--- config.mk ---
export PLATFORM = sky130hd
export DESIGN_NAME = sel_mux_pipe
export DESIGN_NICKNAME = d
export VERILOG_FILES = /design/src/rtl/sel_mux_pkg.sv /design/src/rtl/sel_mux_stage.sv /design/src/rtl/sel_mux_pipe.sv
export SDC_FILE = /design/constraint.sdc
export NUM_CORES = 1
export LEC_CHECK = 0
export ABC_AREA = 1
export BUFFER_PORTS_ARGS = -buffer_cell sky130_fd_sc_hd__buf_2
export CORE_MARGIN = 2
export CORE_UTILIZATION = 30
export DETAILED_ROUTE_END_ITERATION = 12
export PLACE_DENSITY = 0.66
export SETUP_SLACK_MARGIN = 0.02
export SYNTH_ARGS = -nofsm -noshare
export SYNTH_HDL_FRONTEND = slang
export SYNTH_HIERARCHICAL = 1
export SYNTH_SLANG_ARGS = --single-unit
--- constraint.sdc ---
create_clock -name clk -period 1.05 [get_ports clk]
set_clock_uncertainty 0.15 [all_clocks]
set_input_delay 0.1575 -clock clk [delete_from_list [all_inputs] [get_ports clk]]
set_output_delay 0.1575 -clock clk [all_outputs]
set_load 0.03 [all_outputs]
--- src/rtl/sel_mux_pkg.sv ---
// ============================================================================
// Module      : sel_mux_pkg
// Description : Shared defaults, limits and elaboration helpers for sel_mux_pipe.
// Revision    : 1.0 - initial release
// ============================================================================
`default_nettype none

package sel_mux_pkg;

    localparam int DEFAULT_WIDTH  = 5;
    localparam int DEFAULT_NUM_IN = 3;
    localparam int DEFAULT_DEPTH  = 1;
    localparam int MAX_DEPTH      = 4;
    localparam int MAX_IN         = 16;

    // Smallest select width able to address n operands (never below 1 bit).
    function automatic int min_sel_w(input int n);
        int w;
        w = 1;
        while ((1 << w) < n) begin
            w++;
        end
        return w;
    endfunction

endpackage : sel_mux_pkg

`default_nettype wire

--- src/rtl/sel_mux_stage.sv ---
// ============================================================================
// Module      : sel_mux_stage
// Description : One valid/data register slice of the valid/ready pipeline.
// Revision    : 1.0 - initial release
// ============================================================================
`default_nettype none

module sel_mux_stage #(
    parameter int WIDTH = 5
) (
    input  logic             clk,
    input  logic             reset,
    input  logic             flush,
    input  logic             rdy_in,
    output logic             rdy_out,
    input  logic             in_valid,
    input  logic [WIDTH-1:0] in_data,
    output logic             out_valid,
    output logic [WIDTH-1:0] out_data
);

    logic             r_valid;
    logic [WIDTH-1:0] r_data;

    // A slot can take a new item when it is empty or its item moves on.
    assign rdy_out   = !r_valid | rdy_in;
    assign out_valid = r_valid;
    assign out_data  = r_data;

    always_ff @(posedge clk) begin
        if (reset) begin
            r_valid <= 1'b0;
            r_data  <= '0;
        end else if (flush) begin
            r_valid <= 1'b0;
        end else if (rdy_out) begin
            r_valid <= in_valid;
            if (in_valid) begin
                r_data <= in_data;
            end
        end
    end

endmodule : sel_mux_stage

`default_nettype wire

--- src/rtl/sel_mux_pipe.sv ---
// ============================================================================
// Module      : sel_mux_pipe
// Description : NUM_IN-way operand selector feeding a DEPTH-stage valid/ready
//               pipeline with stall and flush. Optional macro
//               SEL_MUX_PIPE_SELCHK_EN adds a sticky out-of-range select flag.
// Revision    : 1.0 - initial release
// ============================================================================
`default_nettype none

module sel_mux_pipe
    import sel_mux_pkg::*;
#(
    parameter int WIDTH  = DEFAULT_WIDTH,
    parameter int NUM_IN = DEFAULT_NUM_IN,
    parameter int SEL_W  = 2,
    parameter int DEPTH  = DEFAULT_DEPTH
) (
    input  logic                    clk,
    input  logic                    reset,
    input  logic                    flush,
    input  logic [NUM_IN*WIDTH-1:0] din,
    input  logic [SEL_W-1:0]        sel,
    input  logic                    in_valid,
    output logic                    in_ready,
    output logic [WIDTH-1:0]        dout,
    output logic                    out_valid,
`ifdef SEL_MUX_PIPE_SELCHK_EN
    output logic                    sel_err,
`endif
    input  logic                    out_ready
);

    generate
        if (NUM_IN < 2 || NUM_IN > MAX_IN || DEPTH < 1 || DEPTH > MAX_DEPTH ||
            SEL_W < min_sel_w(NUM_IN)) begin : g_param_err
            $error("sel_mux_pipe: illegal NUM_IN/SEL_W/DEPTH combination");
        end
    endgenerate

    logic [WIDTH-1:0] w_sel_data;

    // Out-of-range selects fall back to operand 0, matching the legacy selector.
    always_comb begin
        w_sel_data = din[WIDTH-1:0];
        for (int i = 1; i < NUM_IN; i++) begin
            if (sel == SEL_W'(i)) begin
                w_sel_data = din[i*WIDTH +: WIDTH];
            end
        end
    end

    generate
        for (genvar k = 0; k < DEPTH; k++) begin : g_stage
            logic             w_rdy;
            logic             w_rdy_dn;
            logic             w_v;
            logic [WIDTH-1:0] w_d;
            logic             w_up_v;
            logic [WIDTH-1:0] w_up_d;

            if (k == 0) begin : g_head
                assign w_up_v = in_valid;
                assign w_up_d = w_sel_data;
            end else begin : g_body
                assign w_up_v = g_stage[k-1].w_v;
                assign w_up_d = g_stage[k-1].w_d;
            end

            if (k == DEPTH - 1) begin : g_tail
                assign w_rdy_dn = out_ready;
            end else begin : g_inner
                assign w_rdy_dn = g_stage[k+1].w_rdy;
            end

            sel_mux_stage #(
                .WIDTH (WIDTH)
            ) u_stage (
                .clk       (clk),
                .reset     (reset),
                .flush     (flush),
                .rdy_in    (w_rdy_dn),
                .rdy_out   (w_rdy),
                .in_valid  (w_up_v),
                .in_data   (w_up_d),
                .out_valid (w_v),
                .out_data  (w_d)
            );
        end
    endgenerate

    assign in_ready  = g_stage[0].w_rdy;
    assign out_valid = g_stage[DEPTH-1].w_v;
    assign dout      = g_stage[DEPTH-1].w_d;

`ifdef SEL_MUX_PIPE_SELCHK_EN
    localparam logic [SEL_W:0] C_NUM_IN = (SEL_W+1)'(NUM_IN);

    logic w_sel_oob;
    logic r_sel_err;

    assign w_sel_oob = ({1'b0, sel} >= C_NUM_IN);

    always_ff @(posedge clk) begin
        if (reset) begin
            r_sel_err <= 1'b0;
        end else if (in_valid && in_ready && !flush && w_sel_oob) begin
            r_sel_err <= 1'b1;
        end
    end

    assign sel_err = r_sel_err;
`endif

endmodule : sel_mux_pipe

`default_nettype wire

After elaboration in Yosys (flattened, before gate mapping)

Index checks and enable logic that the tools add are counted.

Equality and inequality tests: 2
Mux-type cells: 2
Bitwise gates (word level): 2
Reductions and logical operators: 3

Operator list:

| kind                                                | number |
|---|---|
| two-way mux 5 bit                                   | 2 |
| AND reduction 3 bit                                 | 1 |
| equality test 2 x 1 -> 1 bit, second input constant | 1 |
| equality test 2 bit, second input constant          | 1 |
| OR reduction 2 bit                                  | 1 |
| logical NOT 1 bit                                   | 1 |
| NOT 1 bit                                           | 1 |
| bitwise OR 1 bit                                    | 1 |

Register bits: 6
Bits of input ports: 22
Output and inout port bits: 7
Logic and storage cells: 11

Depth between registers and ports, before layout

Gate-level depths: netlist (run 1).

Depth after elaboration: 3
Mapped depth: 9
Depth with buffers taken out: 9

Modules after synthesis

The synthesis (run 1) kept the hierarchy.

By module, submodules not included:

| module        | instances | cells an instance | area an instance (um^2) | seq. area each (um^2) |
|---|---|---|---|---|
| sel_mux_stage | 1         | 39                | 285.3                   | 120.1 |
| sel_mux_pipe  | 1         | 40                | 165.2                   | 0.0 |

Worst setup path after synthesis (run 1)

Ideal clock, no wire load.

Kind: register to register
Start: register g_stage[0].u_stage.r_valid
End: register g_stage[0].u_stage.r_data[0]
Library setup time: 115 ps
Arrival time: 955 ps
Required time: 785 ps
Path slack: -171 ps
Stages on the path, launching flop included: 5
Buffers on the path: 1
Period minus slack after synthesis: 1221 ps
Path through: dfxtp_1 -> nand2_2 -> buf_6 -> a21oi_1 -> nor2_1

Longest elaborated chain between the ends: 3

RTL lines:

| item                          | RTL line            | text |
|---|---|---|
| from (decl)                   | sel_mux_stage.sv:22 | `logic r_valid;` |
| from (signal assigned)        | sel_mux_stage.sv:37 | `r_valid <= in_valid;` |
| logical NOT 1 bit             | sel_mux_stage.sv:26 | `assign rdy_out = !r_valid \| rdy_in;` |
| bitwise OR 1 bit              | sel_mux_stage.sv:26 |  |
| via in_ready                  | sel_mux_pipe.sv:24  | `output logic in_ready,` |
| AND reduction 3 bit (no line) | n/a                 |  |
| to (signal assigned)          | sel_mux_stage.sv:39 | `r_data <= in_data;` |
| to (decl)                     | sel_mux_stage.sv:23 | `logic [WIDTH-1:0] r_data;` |

The timed path passes the listed nets, and every way through them passes these cells.
A chain may end at the register's enable or synchronous reset.

Worst setup path after layout (run 1)

Start: register g_stage[0].u_stage.r_valid
End: output in_ready

Longest elaborated chain between the ends: 2

RTL lines:

| item              | RTL line |
|---|---|
| logical NOT 1 bit | sel_mux_stage.sv:26 |
| bitwise OR 1 bit  | sel_mux_stage.sv:26 |
| to (decl)         | sel_mux_pipe.sv:24 |

No other way between the ends.

==> results.toml, run 1 <==
[layout]
final_common_cell = "buf_2"
layout_common_cells = "21 x buf_2, 20 x nand2_1, 19 x inv_1"
drive_above_1_share_pct = 44.74
diodes = 0
post-route-cell-area_um2 = 745.7
nets = 137
layoutNonFillerInstCount = 129
area_growth_syn_to_layout_pct = 65.56

[yosys]
synth_top_area_share_pct = 26.67
synth.cell_area_um2 = 450.4
netlist_top_cells_area = "dfxtp_1 27%, nand2_1 18%, nand3_1 17%, inv_1 16%, a21oi_1 6.7%"
yosys.area.top_type = "dfxtp_1"
ys_warn_count = 6
synth_seq_cells = 6
avgSynthCellArea_um2 = 5.702
synth_nets = 101
seq_area_frac_synth_pct = 26.67
yosysUniqueCellTypes = 11
netlist_instances = 79

[worst_setup_path]
worstPathMaxFanout = 3
end_kind = "output port"
start_kind = "flip-flop"
worst_ep_arrival_time_ns = 0.79
cpPeakStageDelay_ns = 0.37
path_cells = "nand2_8, buf_6"
path_class = "flip-flop to output port"
slowest_stage = "dfxtp_4"
crit_required_ns = 0.74

[sta]
fmax_mhz = 908.9
maxSlewHeadroom_pct = 86.92
maxSlewViolCount = 0
fin_crit_ns = 1.100
worst_pin_slew_ns = 0.1962
rsz0062_at_grt = "yes"
finalCritPeriodShare_pct = 104.8
setup_viol = 2
hold_viol_final = 0
hold_slack_ns = 0.01582
setup_slack_ns = -0.05023

[power]
power_density_nw_per_um2 = 979.4
leakage_nw = 0.4493
total_power_uw = 730.4
ir_worst_vdd_mv = 0.3695

[drt]
post-route-drc-count = 0
vias = 561
drtIter0Drc = 10
firstDrtPassIters = 4
drtAntennaViolNets = 0
drt-wirelength-per-cell_um = 8.744
vias_per_cell = 4.349
totalWireLength_um = 1128

[outcome]
violations = "negative setup slack"
status = "complete, but fails checks"

[clocking]
clock_latency_ns = 0.24
cts_root_buffer = "clkbuf_4"
cts_tree = "yes"
htree_num_levels = 1
clk_path_buf_depth = 2
cts_made_buffers = 3
clk_pin_slew_ns = 0.05
cts.sinks = 6

[floorplan]
core_area_um2 = 1350
boundaryPins = 29
row_count = 13
start_util_pct = 33.36
die_h_um = 42.75
die-area_um2 = 1828
fp.dieW_um = 42.75

[job]
drv_cap = 0

[placement]
place_area_um2 = 625.6
place_inst = 121
portBuffers = 28
gp_congestion = 0.7032
hpwl_um = 842.5

[global_routing]
overflow = 0
grt_max_degree = 11
antenna_found_initial = 0
grt_util_all_layers_pct = 11.91
grt_pass1_wl_um = 1725
grt_pass1_vias = 469

[hold_path]
hp-class = "primary input to flip-flop"
layer usage:
layer / part of all wire (%) / global-route usage, % / vias up
met3: 7.8 / 2.128 / 0
met4: 0 / 5.625 / 0
met5: 0 / 0 / -
met2: 45 / 19.09 / 28
met1: 47 / 15.19 / 223
li1: - / - / 310
final timing paths:
| path | cells past startpoint | slack, ns | startpoint | endpoint |
|---|---|---|---|---|
| worst max-delay path | 2 | -0.05 | g_stage[0].u_stage/out_valid | in_ready |
| worst min-delay path | 2 | 0.02 | flush | g_stage[0].u_stage/out_valid |
| worst max register to register | 5 | 0.01 | g_stage[0].u_stage/out_valid | g_stage[0].u_stage/out_data[0] |
| worst min register to register | 2 | 0.33 | g_stage[0].u_stage/out_data[4] | g_stage[0].u_stage/out_data[4] |
state kept, by name, summed over array words and instances (netlist names):
| name | count |
|---|---|
| g_stage.u_stage/out_data | 5 |
| g_stage.u_stage/out_valid | 1 |
logic make-up after synthesis:
| group | count (synthesis) | synth area share [%] |
|---|---|---|
| flip-flops | 6 | 26.67 |
| AND/OR/NAND/NOR | 45 | 46.67 |
| buffers and inverters | 22 | 20.00 |
| AO/OA/AOI/OAI | 6 | 6.667 |
where the power goes:
| part | total (mW) | internal (mW) | leakage (nW) | switching [mW] |
|---|---|---|---|---|
| Combinational | 0.246 | 0.114 | 0.382 | 0.132 |
| Clock | 0.226 | 0.144 | 0.0150 | 0.0823 |
| Sequential | 0.259 | 0.245 | 0.0520 | 0.0132 |
| Total | 0.730 | 0.503 | 0.449 | 0.227 |
final cells by class:
cell class / instances / area (um2)
Sequential cell: 6 / 130.1
Timing Repair Buffer: 32 / 216.5
Inverter: 21 / 78.83
Multi-Input combinational cell: 51 / 275.3
Fill cell: 134 / 604.3
Tap cell: 15 / 18.77
Clock buffer: 4 / 26.28
synthesized netlist by cell type:
master,number
nand2_1,21
inv_1,19
nand3_1,15
a21oi_1,6
dfxtp_1,6
nor2_1,5
inv_2,2
nand2_2,2
buf_6,1
nor2_8,1
nor3_1,1
through the flow:
step	setup WS, ns	TNS, ns	util, %
after global placement	-0.1008	-0.4832	46.34
after CTS	-0.05843	-0.1602	53.66
after floorplan	0.03004	0	-
after detailed placement	-0.1307	-0.5998	46.34
after global routing	-0.08509	-0.2160	55.24
final	-0.05023	-0.08369	55.24
worst max-delay path: cells and delay by family (launching register included):
kind,cells,cell delay [ns]
buf+inv,1,0.13
flops,1,0.37
simple gates,1,0.05
what timing repair did:
action	in CTS	in global routing
setup endpoints to repair	7	9
resized for setup	19	2
pin swaps	1	1
setup buffers	1	2
hold buffers	1	0
hold endpoints to repair	1	0
Power figures use the tool's default switching activity.
==> run 2, diff against run 1 <==
--- a/config.mk
+++ b/config.mk
@@ -5,7 +5,6 @@
 export SDC_FILE = /design/constraint.sdc
 export NUM_CORES = 1
 export LEC_CHECK = 0
-export ABC_AREA = 1
 export BUFFER_PORTS_ARGS = -buffer_cell sky130_fd_sc_hd__buf_2
 export CORE_MARGIN = 2
 export CORE_UTILIZATION = 30
==> results.toml, run 2 <==
[floorplan]
die-area_um2 = 1818
fp.dieW_um = 42.64
row_count = 13
core_area_um2 = 1350
start_util_pct = 33.18
die_h_um = 42.64
boundaryPins = 29

[power]
ir_worst_vdd_mv = 0.7540
total_power_uw = 692.7
leakage_nw = 0.3469
power_density_nw_per_um2 = 995.7

[sta]
maxSlewViolCount = 0
fin_crit_ns = 1.325
maxSlewHeadroom_pct = 81.21
worst_pin_slew_ns = 0.2818
fmax_mhz = 754.5
setup_viol = 7
finalCritPeriodShare_pct = 126.2
hold_viol_final = 0
tns_ns = -0.9669
setup_slack_ns = -0.2753
rsz0062_at_grt = "yes"

[clocking]
clk_pin_slew_ns = 0.05
cts_tree = "yes"
htree_num_levels = 1
cts.sinks = 6
clk_path_buf_depth = 2
cts_made_buffers = 3
cts_root_buffer = "clkbuf_4"
clock_latency_ns = 0.25

[yosys]
synth_common_cells = "20 x mux2i_1, 10 x nand2b_1, 6 x dfxtp_1"
yosys.area.top_type = "mux2i_1"
seq_area_frac_synth_pct = 26.82
netlist_top_cells_area = "mux2i_1 45%, dfxtp_1 27%, nand2b_1 14%, nor3b_4 4.2%, nor2b_4 3.1%"
synth_nets = 66
ys_warn_count = 6
post-synth-top-count-cell = "mux2i_1"
yosysUniqueCellTypes = 11
netlist_instances = 44
postSynth.asyncResetShare_pct = 0
synth.cell_area_um2 = 447.9
synth_seq_cells = 6
synth_edf_count = 0
synth_top_area_share_pct = 44.69
postSynth.topFlopCell = "dfxtp_1"
avgSynthCellArea_um2 = 10.18

[layout]
layout_common_cells = "22 x buf_2, 20 x mux2i_1, 10 x nand2b_1"
diodes = 0
largest_reg_flops = 5
layoutNonFillerInstCount = 91
utilization_pct = 51.53
area_growth_syn_to_layout_pct = 55.31
final_common_cell = "buf_2"
drive_above_1_share_pct = 55.26
nets = 99

[placement]
gp_congestion = 0.6895
portBuffers = 28
place_inst = 86

[worst_setup_path]
end_kind = "output port"
cpPeakStageDelay_ns = 0.33
path_delay_family = "flip-flops"
worstPathMaxFanout = 2
worst_ep_arrival_time_ns = 1.02
slowest_stage = "dfxtp_4"
crit_required_ns = 0.74
path_cells = "nor2b_4, buf_6, inv_4, buf_6"
path_class = "flip-flop to output port"
start_kind = "flip-flop"
crit_buf_inv = 3
critPathMostFrequentCell = "buf_6"

[drt]
vias_per_cell = 4.670
totalWireLength_um = 992
post-route-drc-count = 0
vias = 425
drt-wirelength-per-cell_um = 10.90
firstDrtPassIters = 4
drtIter0Drc = 2
drtAntennaViolNets = 0

[global_routing]
grt_pass1_wl_um = 1573
grt_pass1_vias = 387
overflow = 0
antenna_found_initial = 0
grt_max_degree = 12
grt_util_all_layers_pct = 11.71

[outcome]
status = "complete, but fails checks"
violations = "negative setup slack"

[hold_path]
hp-class = "primary input to flip-flop"

[job]
drv_cap = 0
-- run 2: where the power goes --
part / internal, mW / switching [mW]
registers: 0.243 / 0.00918
logic: 0.113 / 0.0967
clock network: 0.144 / 0.0861
-- run 2: layout make-up --
cell class / instances / area [um2]
Clock buffer: 4 / 26.28
Fill cell: 137 / 654.4
Inverter: 1 / 6.256
Multi-Input combinational cell: 34 / 304.0
Sequential cell: 6 / 130.1
Tap cell: 15 / 18.77
Timing Repair Buffer: 31 / 210.2
-- run 2: metal layers --
layer  vias up  global-route usage, %  share of wire [%]
li1        218                      -                  -
met1       186                  13.52                 42
met2        21                  17.88                 48
met3         0                  6.897                 10
met4         0                  3.750                  0
met5         -                      0                  0
-- run 2: path summary, 6_finish.rpt --
kind	from	to	slack, ns	cells after the start
min reg2reg	g_stage[0].u_stage/out_data[2]	g_stage[0].u_stage/out_data[2]	0.32	2
max	g_stage[0].u_stage/out_valid	in_ready	-0.28	4
max reg2reg	g_stage[0].u_stage/out_valid	g_stage[0].u_stage/out_data[0]	-0.15	4
min	reset	g_stage[0].u_stage/out_valid	0.03	2
-- run 2: cell families (layout without fill, tap and decap cells) --
kind of cell | count (synthesis) | count (layout) | share of synthesized area (%)
flops | 6 | 6 | 26.82
mux | 20 | 20 | 44.69
simple gates | 14 | 14 | 23.18
buf+inv | 4 | 36 | 5.304
-- run 2: stage by stage --
stage          hold slack, ns  setup WS, ns  cell area (um2)
2_1_floorplan         0.07692       -0.1909            451.7
3_3_place_gp           0.2180       -0.1170            605.6
3_5_place_dp           0.2253       -0.1893            605.6
4_1_cts               0.02064       -0.2860            693.2
5_1_grt               0.03937       -0.3227            695.7
6_report              0.02625       -0.2753            695.7
-- run 2: what timing repair did --
item                                    in CTS  in global routing
gates resized for setup                     20                  1
hold endpoints to repair                     1                  0
endpoints found under the setup margin      12                 12
setup buffers                                0                  0
pin swaps                                    0                  1
hold buffers                                 1                  0
==> run 3, diff against run 2 <==
--- a/config.mk
+++ b/config.mk
@@ -5,7 +5,7 @@
 export SDC_FILE = /design/constraint.sdc
 export NUM_CORES = 1
 export LEC_CHECK = 0
-export BUFFER_PORTS_ARGS = -buffer_cell sky130_fd_sc_hd__buf_2
+export BUFFER_PORTS_ARGS = -buffer_cell sky130_fd_sc_hd__buf_4
 export CORE_MARGIN = 2
 export CORE_UTILIZATION = 30
 export DETAILED_ROUTE_END_ITERATION = 12
==> results.toml, run 3 (synthesis gave the netlist of run 2 again) <==
[clocking]
cts_made_buffers = 3
clock_latency_ns = 0.25
cts_root_buffer = "clkbuf_4"
cts.sinks = 6
cts_tree = "yes"
clk_pin_slew_ns = 0.05
htree_num_levels = 1
clk_path_buf_depth = 2

[hold_path]
min_path_cells = 3
hp-start = "in_valid"
hp-class = "primary input to flip-flop"
hold_end = "g_stage[0].u_stage/out_valid"

[drt]
drtIter0Drc = 2
drtAntennaViolNets = 0
post-route-drc-count = 0
drt-wirelength-per-cell_um = 11.95
vias_per_cell = 4.750
vias = 456
firstDrtPassIters = 4
totalWireLength_um = 1147

[sta]
hold_viol_final = 0
rsz0062_at_grt = "yes"
hold_slack_ns = 0.04869
tns_ns = -1.624
finalCritPeriodShare_pct = 125.6
fin_crit_ns = 1.318
setup_viol = 7
fmax_mhz = 758.5
maxSlewHeadroom_pct = 89.89
maxSlewViolCount = 0
worst_pin_slew_ns = 0.1474
setup_slack_ns = -0.2684

[global_routing]
overflow = 0
grt_pass1_vias = 445
grt_util_all_layers_pct = 13.70
grt_max_degree = 12
antenna_found_initial = 0
grt_pass1_wl_um = 1814

[floorplan]
fp.dieW_um = 42.64
core_area_um2 = 1350
die-area_um2 = 1818
boundaryPins = 29
die_h_um = 42.64
row_count = 13
start_util_pct = 33.18

[worst_setup_path]
timing.rr.start = "g_stage[0].u_stage/out_valid"
rr_endpoint = "g_stage[0].u_stage/out_data[4]"
end_kind = "flip-flop"
cpPeakStageDelay_ns = 0.33
slowest_stage = "dfxtp_4"
worst_ep_arrival_time_ns = 1.34
path_cells = "nor2b_4, buf_6, nor3b_4, buf_6, mux2i_1"
crit_buf_inv = 2
worstPathMaxFanout = 5
crit_required_ns = 1.07
path_class = "flip-flop to flip-flop"
r2r_setup_slack_ns = -0.27
start_kind = "flip-flop"
path_delay_family = "flip-flops"
critPathMostFrequentCell = "buf_6"
reg2regPathDepth = 5

[outcome]
violations = "negative setup slack"
status = "complete, but fails checks"

[power]
total_power_uw = 741.1
internal-power_uw = 535.3
p_comb_share_pct = 33.5
pwr-share-seq_pct = 34.0
p_sw_share_pct = 27.77
p_sw_uw = 205.8
ir_worst_vdd_mv = 0.5667
power_density_nw_per_um2 = 935.7
leakage_nw = 0.3907
clockPowerShare_pct = 32.5

[layout]
final_common_cell = "buf_4"
nets = 104
drive_above_1_share_pct = 56.79
area_growth_syn_to_layout_pct = 76.82
layout_common_cells = "25 x buf_4, 20 x mux2i_1, 10 x nand2b_1"
diodes = 0
fillers = 119
utilization_pct = 58.67
largest_reg_flops = 5

[job]
drv_cap = 0

[placement]
gp_congestion = 0.7044
hpwl_um = 774.3
portBuffers = 28
-- run 3: worst reg2reg max path, delay by kind of cell, from the launching register on --
kind,cells,cell delay [ns]
mux,1,0.18
buf+inv,2,0.26
simple gates,2,0.31
flops,1,0.33
-- run 3: routing by layer --
layer / up-vias / track usage (%) / share of wire (%)
li1: 226 / - / -
met2: 19 / 22.42 / 52
met3: 2 / 6.466 / 8.3
met4: 0 / 5.625 / 0.35
met5: - / 0 / 0
met1: 209 / 14.99 / 39
-- run 3: worst max path at each step --
| stage | from | endpoint | slack (ns) | depth (start not counted) |
|---|---|---|---|---|
| after CTS | g_stage[0].u_stage/out_valid | g_stage[0].u_stage/out_data[0] | -0.26 | 5 |
| after detailed placement | g_stage[0].u_stage/out_valid | g_stage[0].u_stage/out_data[4] | -0.15 | 4 |
| final | g_stage[0].u_stage/out_valid | g_stage[0].u_stage/out_data[4] | -0.27 | 5 |
| after global placement | g_stage[0].u_stage/out_valid | g_stage[0].u_stage/out_data[2] | -0.12 | 4 |
| after floorplan | g_stage[0].u_stage/out_valid | g_stage[0].u_stage/out_data[0] | -0.19 | 3 |
| after global routing | g_stage[0].u_stage/out_valid | g_stage[0].u_stage/out_data[1] | -0.35 | 5 |
-- run 3: what timing repair did --
| item | 4_1_cts | 5_1_grt |
|---|---|---|
| buffers inserted | 2 | 2 |
| setup endpoints to repair | 12 | 12 |
| endpoints found under the hold margin | 1 | 1 |
| pin swaps | 1 | 1 |
| resized for setup | 12 | 3 |
-- run 3: metrics by stage --
step,area [um2],worst slack [ns],std cells
2_1_floorplan,451.7,-0.1909,44
3_3_place_gp,675.6,-0.1221,86
3_5_place_dp,675.6,-0.1516,86
4_1_cts,750.7,-0.2611,92
5_1_grt,792.0,-0.3479,96
6_report,792.0,-0.2684,96
-- run 3: power groups by stage --
stage / Combinational [mW] / Clock (mW) / Sequential, mW
5_1_grt: 0.267 / 0.267 / 0.253
6_report: 0.249 / 0.241 / 0.252
3_3_place_gp: 0.218 / 0 / 0.252
3_5_place_dp: 0.220 / 0 / 0.252
2_1_floorplan: 0.0962 / 0 / 0.278
4_1_cts: 0.237 / 0.254 / 0.251
-- run 3: area by class of cell --
class	count	area (um2)	share of cell area [%]
timing repair buffer	36	309.0	39.02
multi-input combinational	34	304.0	38.39
sequential	6	130.1	16.43
clock buffer	4	26.28	3.318
tap	15	18.77	2.370
inverter	1	3.754	0.4739
